File: src/rtl/nibble_serial_add_ctrl.sv
// Multi-precision adder that reuses one 4-bit ripple slice, one nibble per cycle, LSB first.
// Optional subtract mode (SUB port) is compiled in with NIBBLE_SERIAL_ADD_SUB_EN.
module nibble_serial_add_ctrl #(
  parameter int NIBBLES = 4
) (
  input  logic                 CLK,
  input  logic                 RST,
  input  logic                 START,
  input  logic [4*NIBBLES-1:0] A,
  input  logic [4*NIBBLES-1:0] B,
  input  logic                 CIN,
`ifdef NIBBLE_SERIAL_ADD_SUB_EN
  input  logic                 SUB,
`endif
  output logic                 READY,
  output logic                 BUSY,
  output logic                 DONE,
  output logic [4*NIBBLES-1:0] SUM,
  output logic                 COUT,
  output logic                 OVF
);

  localparam int W  = 4 * NIBBLES;
  localparam int IW = $clog2(NIBBLES);

  typedef enum logic [1:0] {
    ST_IDLE = 2'd0,
    ST_RUN  = 2'd1,
    ST_DONE = 2'd2
  } state_t;

  state_t          state_r;
  state_t          state_s;
  logic [W-1:0]    a_sh_r;
  logic [W-1:0]    b_sh_r;
  logic [W-1:0]    sum_r;
  logic [IW-1:0]   idx_r;
  logic            carry_r;
  logic            cout_r;
  logic            ovf_r;
  logic            ready_r;
  logic            busy_r;
  logic            done_r;
  logic [4:0]      add_s;
  logic            accept_s;
  logic            last_s;
  logic            sub_s;

`ifdef NIBBLE_SERIAL_ADD_SUB_EN
  assign sub_s = SUB;
`else
  assign sub_s = 1'b0;
`endif

  assign READY = ready_r;
  assign BUSY  = busy_r;
  assign DONE  = done_r;
  assign SUM   = sum_r;
  assign COUT  = cout_r;
  assign OVF   = ovf_r;

  // Next-state decode plus the shared 4-bit slice fed from the operand shifters.
  always_comb begin
    state_s  = state_r;
    accept_s = 1'b0;
    last_s   = (idx_r == IW'(NIBBLES - 1));
    add_s    = {1'b0, a_sh_r[3:0]} + {1'b0, b_sh_r[3:0]} + {4'b0000, carry_r};
    case (state_r)
      ST_IDLE, ST_DONE: begin
        if (START) begin
          accept_s = 1'b1;
          state_s  = ST_RUN;
        end else begin
          state_s  = ST_IDLE;
        end
      end
      ST_RUN: begin
        if (last_s) begin
          state_s = ST_DONE;
        end else begin
          state_s = ST_RUN;
        end
      end
      default: state_s = ST_IDLE;
    endcase
  end

  // State register.
  always_ff @(posedge CLK or posedge RST) begin
    if (RST) begin
      state_r <= ST_IDLE;
    end else begin
      state_r <= state_s;
    end
  end

  // Handshake flags registered from the next state so they line up with it.
  always_ff @(posedge CLK or posedge RST) begin
    if (RST) begin
      ready_r <= 1'b1;
      busy_r  <= 1'b0;
      done_r  <= 1'b0;
    end else begin
      ready_r <= (state_s != ST_RUN);
      busy_r  <= (state_s == ST_RUN);
      done_r  <= (state_s == ST_DONE);
    end
  end

  // Operand latch, per-nibble result write and carry chaining.
  always_ff @(posedge CLK or posedge RST) begin
    if (RST) begin
      a_sh_r  <= '0;
      b_sh_r  <= '0;
      sum_r   <= '0;
      idx_r   <= '0;
      carry_r <= 1'b0;
      cout_r  <= 1'b0;
      ovf_r   <= 1'b0;
    end else if (accept_s) begin
      a_sh_r  <= A;
      b_sh_r  <= sub_s ? ~B : B;
      carry_r <= sub_s ? 1'b1 : CIN;
      sum_r   <= '0;
      idx_r   <= '0;
    end else if (state_r == ST_RUN) begin
      sum_r[{idx_r, 2'b00} +: 4] <= add_s[3:0];
      carry_r <= add_s[4];
      a_sh_r  <= {4'b0000, a_sh_r[W-1:4]};
      b_sh_r  <= {4'b0000, b_sh_r[W-1:4]};
      idx_r   <= idx_r + IW'(1);
      if (last_s) begin
        // Carry into bit 3 is recovered from the slice operands and sum bit.
        cout_r <= add_s[4];
        ovf_r  <= (a_sh_r[3] ^ b_sh_r[3] ^ add_s[3]) ^ add_s[4];
      end else begin
        cout_r <= cout_r;
        ovf_r  <= ovf_r;
      end
    end else begin
      idx_r <= idx_r;
    end
  end

endmodule

File: config.mk
export PLATFORM = sky130hd
export DESIGN_NAME = nibble_serial_add_ctrl
export DESIGN_NICKNAME = d
export VERILOG_FILES = /design/src/rtl/nibble_serial_add_ctrl.sv
export SDC_FILE = /design/constraint.sdc
export NUM_CORES = 1
export LEC_CHECK = 0
export BUFFER_PORTS_ARGS = -buffer_cell sky130_fd_sc_hd__buf_2
export CAP_MARGIN = 25
export CORE_MARGIN = 10
export CORE_UTILIZATION = 57
export CTS_BUF_LIST = sky130_fd_sc_hd__clkbuf_16
export DETAILED_ROUTE_END_ITERATION = 7
export PLACE_DENSITY = 0.83
export SLEW_MARGIN = 20
export SYNTH_ARGS = -nofsm -noshare
export SYNTH_HDL_FRONTEND = slang
export SYNTH_SLANG_ARGS = --single-unit
File: constraint.sdc
create_clock -name CLK -period 2.4 [get_ports CLK]
set_input_delay 0.24 -clock CLK [delete_from_list [all_inputs] [get_ports CLK]]
set_output_delay 0.24 -clock CLK [all_outputs]
set_load 0.005 [all_outputs]
### Word-level counts from Yosys, hierarchy flattened

Index checks and enable logic that the tools add are counted.
Widths: inputs -> output; s select.

| storage, ports and cells | value |
|---|---|
| register bits after elaboration | 58 |
| input port bits | 36 |
| output and inout port bits | 21 |
| logic and storage cells | 47 |

| operators by class | value |
|---|---|
| $add $sub $neg | 4 |
| muxes and demuxes | 16 |
| shift-type cells | 2 |
| bitwise gates (word level) | 4 |
| reductions and logical operators | 4 |
| equality and inequality tests | 6 |

Operators by type and width:

| kind | number |
|---|---|
| $mux 16 | 6 |
| $bwmux 16 | 1 |
| $shift 4x6->16 const A | 1 |
| $shiftx 4x6->16 | 1 |
| $eq 2x2->1 const B | 3 |
| $mux 2 | 3 |
| $neg 4->6 | 1 |
| $add 4x4->5 | 1 |
| $add 5x1->5 | 1 |
| $mux 1 | 5 |
| $eq 2x1->1 const B | 2 |
| $pmux 2 s2 | 1 |
| $reduce_and 3->1 | 1 |
| $xor 1x1->1 | 3 |
| $add 2x1->2 const B | 1 |
| $logic_not 2->1 | 1 |
| $ne 2x1->1 const B | 1 |
| $reduce_bool 2->1 | 1 |
| $reduce_or 2->1 | 1 |
| $not 1->1 | 1 |

### Logic depth before layout (Yosys ltp)

| depth | value |
|---|---|
| depth in word-level cells | 6 |
| depth in mapped cells | 7 |
| depth with buffers taken out | 7 |

### Least setup slack after synthesis

OpenSTA, ideal clock, no wires.

| path | value |
|---|---|
| path kind | reg-to-reg |
| from | register a_sh_r[0] |
| to | register ovf_r, in the netlist OVF |
| slack | 743 ps |
| period minus slack after synthesis | 1657 ps |
| setup time | 128 ps |
| arrival | 1529 ps |
| cell stages (with the launch flop) | 8 |
| path buffers | 0 |
| data required time | 2272 ps |
| cells stage by stage | dfrtp_1 -> fa_1 -> inv_1 -> fa_1 -> nand2b_1 -> a21oi_1 -> xor2_1 -> o21ai_0 |

| between the ends | value |
|---|---|
| cells in the longest elaborated chain, start to end | 4 |

RTL lines:

| element | line | text |
|---|---|---|
| start, declared | 34 | `logic [W-1:0] a_sh_r;` |
| start signal, assigned | 129 | `a_sh_r <= {4'b0000, a_sh_r[W-1:4]};` |
| $add 4x4->5 * | 67 | `add_s = {1'b0, a_sh_r[3:0]} + {1'b0, b_sh_r[3:0]} + {4'b0000, carry_r};` |
| $add 5x1->5 * | 67 |  |
| $xor 1x1->1 | 135 | `ovf_r <= (a_sh_r[3] ^ b_sh_r[3] ^ add_s[3]) ^ add_s[4];` |
| $xor 1x1->1 * | 135 |  |
| end signal, assigned | 135 |  |
| end signal, assigned | 138 | `ovf_r <= ovf_r;` |
| end, declared | 40 | `logic ovf_r;` |

Every way passes the cells marked *; elsewhere a longest branch is shown, timed or not.
A chain may end at the register's enable or synchronous reset.

### Final worst setup path

| path | value |
|---|---|
| from | register idx_r[0] |
| to | register sum_r[9], in the netlist SUM[9] |

| between the ends | value |
|---|---|
| cells in the longest elaborated chain, start to end | 5 |
| elaborated cells on any way between the ends | 6 |
| classes of those cells | add/sub (1); shift (2); mux (3) |

RTL lines:

| element | line | text |
|---|---|---|
| start, declared | 37 | `logic [IW-1:0] idx_r;` |
| start signal, assigned | 131 | `idx_r <= idx_r + IW'(1);` |
| start signal, assigned | 141 | `idx_r <= idx_r;` |
| $neg 4->6 * | 127 | `sum_r[{idx_r, 2'b00} +: 4] <= add_s[3:0];` |
| $shiftx 4x6->16 / $shift 4x6->16 (equally long branches) | 127 |  |
| $bwmux 16 * | 127 |  |
| $mux 16 * | 126 | `end else if (state_r == ST_RUN) begin` |
| $mux 16 * | 120 | `end else if (accept_s) begin` |
| end signal, assigned by index | 127 |  |
| end, declared | 36 | `logic [W-1:0] sum_r;` |

Every way passes the cells marked *; elsewhere a longest branch is shown, timed or not. The select of a mux whose other input is x is not followed.

==> results.cfg <==
[drt]
routed_wl_mm = 5.53
drcViolationCount = 0
drt-initial-drc-count = 63
routed_via_density = 5.59
wire_per_inst_um = 16.6
num_vias = 1856
drt_first_pass_iters = 4
postRouteAntennaNets = 0

[synthesis]
synth_area_um2 = 2530
synth_top_area_cell = dfrtp_1
synth_edf_count = 0
syn_avg_cell_area_um2 = 11.7
synth_most_common_cell = dfrtp_1
yosysUniqueCellTypes = 32
syn_nets = 262
yosysTopAreaCellShare_pct = 56.4
synthArstFlopShare_pct = 100
yosys-top-cells-count = dfrtp_1 (57), nand2_1 (44), a22o_1 (25)
ys_seq_area_share_pct = 57.4
yosys_warnings = 0
synthCells = 217
yosys-top-cells-area = dfrtp_1 (56%), a22o_1 (8.7%), nand2_1 (6.5%), a22oi_1 (5.3%), ha_1 (3.5%)
ys_seq_elements = 58
synth_ff_type = dfrtp_1

[clock_tree]
cts_hold_buf = 1
clk_pin_slew_ps = 50
htree_levels = 3
cts.repair.resized = 0
clk_latency_ps = 320
post_cts_buffers = 0
cts.sinks = 58
root_buffer = clkbuf_16
ctsLongestPathBuffers = 2
cts_buffers = 9
tritoncts = built

[sta]
tns_ps = 0
worst_pin_slew_ps = 640
hold_violations = 0
finalCriticalPeriod_ps = 1870
grt_setup_unrepaired = false
min_period_over_period_pct = 77.9
report.final.slew_viol_count = 0
final-setup-viol-count = 0
fmax_mhz = 535
slew-limit-headroom_pct = 57.2
final.setup.worst_slack_ps = 531
clock_skew_ps = 2.22

[floorplanning]
ios = 57
num_rows = 24
die-area_um2 = 7510
dieWidth_um = 86.6
core_area_um2 = 4320
die_h_um = 86.6
start_util_pct = 58.5

[final_layout]
drive_gt1_share_pct = 29.3
nFillCells = 327
synthToLayoutAreaGrowth_pct = 22.5
n_antenna_cell = 0
fin_nets = 323

[setup_path]
start_kind = flip-flop
reg2reg_to = SUM[9]$_DFFE_PP0P_
rrSetupSlack_ps = 530
path_class = reg -> reg
critPathMaxFanout = 7
r2r-start = idx_r[0]$_DFFE_PP0P_
worstRegToRegCells = 5
cp.required_ps = 2650
critPathArrivalTime_ps = 2120
crit_path_end_kind = flip-flop

[placed_design]
place.detailed.hpwl_mm = 3.89
pre_cts_ws_ps = 584
io_buffers = 56
gp_congestion = 0.855

[grt]
grt_use_total_pct = 15.8
grt_pass1_wl_mm = 9.43
antenna_found_initial = 0
grt_pass1_vias = 2066
overflow = 0
grt_max_degree = 39

[min_path]
whs_path_depth = 3
hp-class = in -> reg
min_to = b_sh_r[8]$_DFFE_PP0P_
worstHoldStart = B[8]

[power]
ir_worst_vdd_mv = 0.782
p_leak_nw = 1.63
powerDensity_nw_per_um2 = 1390

[run]
cap_viol_max_count = 0

[outcome]
status = finished clean
## how the worst max path moves through the flow
stage                                    start            endpoint  slack [ps]  cells past startpoint
after global placement    idx_r[0]$_DFFE_PP0P_  SUM[8]$_DFFE_PP0P_         650                      5
after detailed placement  idx_r[0]$_DFFE_PP0P_  SUM[4]$_DFFE_PP0P_         580                      5
final                     idx_r[0]$_DFFE_PP0P_  SUM[9]$_DFFE_PP0P_         530                      5
after floorplan                            RST      BUSY$_DFF_PP0_         730                      1
after global routing      idx_r[0]$_DFFE_PP0P_  SUM[9]$_DFFE_PP0P_         390                      5
after CTS                 idx_r[0]$_DFFE_PP0P_  SUM[9]$_DFFE_PP0P_         530                      5
## layout by cell type, fill, tap and decap left out
cell type	count
a22o_1	25
nor2_4	1
a22oi_1	18
o21ai_0	7
buf_4	4
dfrtp_1	57
a21o_1	1
nor4_4	1
nor2_1	3
xnor2_1	2
nor3_1	2
clkbuf_16	9
a21oi_1	3
inv_2	3
dfstp_2	1
nand2b_1	1
a31oi_1	2
xor2_1	1
a221o_1	2
mux2i_1	5
nor4b_2	3
buf_2	56
nand2_1	44
nor2b_2	1
dlygate4sd3_1	1
nand3b_1	1
mux2_2	1
inv_1	10
nor2b_4	1
ha_1	7
o21bai_1	2
nand2_2	1
fa_1	2
clkinv_1	2
## registers in the layout (all words and copies together) (netlist names)
signal,count
a_sh_r,16
OVF,1
SUM,16
idx_r,2
READY,1
carry_r,1
state_r,2
COUT,1
BUSY,1
b_sh_r,16
DONE,1
## layout make-up
class	count	area, um2	area share, %
Clock buffer	9	225	7.26
Clock inverter	4	15.0	0.484
Inverter	11	41.3	1.33
Multi-Input combinational cell	137	981	31.6
Sequential cell	58	1450	46.9
Tap cell	52	65.1	2.10
Timing Repair Buffer	61	320	10.3
## metrics by stage
step / area (um2) / total power [mW] / util [%] / instances / hold WS (ps)
final: 3100 / 4.32 / 71.7 / 332 / 127
after global routing: 3100 / 4.66 / 71.7 / 332 / 139
after CTS: 3100 / 4.36 / 71.7 / 332 / 123
after detailed placement: 2850 / 3.31 / 65.9 / 318 / 285
after global placement: 2850 / 3.24 / 65.9 / 318 / 284
after floorplan: 2530 / 2.85 / - / 217 / 357
## critical path, stage by stage, from the launching register on
cell	delay, ps
dfrtp_1	490
inv_2	110
ha_1	410
nand3b_1	160
nor4b_2	420
a22o_1	220
## metal layers
metal | vias up | GRT usage, % | part of all wire, %
met5 | - | 0 | 0
met4 | 0 | 8.69 | 0.78
met3 | 6 | 6.85 | 9.0
met2 | 56 | 24.8 | 49
met1 | 897 | 17.7 | 41
li1 | 897 | - | -
## where the power goes
| part | switching, mW | total [mW] | internal, mW |
|---|---|---|---|
| registers | 0.250 | 1.63 | 1.38 |
| logic | 0.991 | 1.67 | 0.679 |
| clock network | 0.368 | 1.03 | 0.660 |
| total | 1.61 | 4.32 | 2.72 |
## kinds of logic (layout without fill, tap and decap cells)
family	count (synthesis)	count (layout)	synth area share, %
and+or+nand+nor	59	59	11.7
xor gates and xnor gates	3	3	1.04
muxes	6	6	2.42
DFF	58	58	57.4
buffers and inverters	22	85	4.25
adders and majority gates	9	9	5.04
AOI/OAI and AO/OA	60	60	18.1
Power figures use the tool's default switching activity.
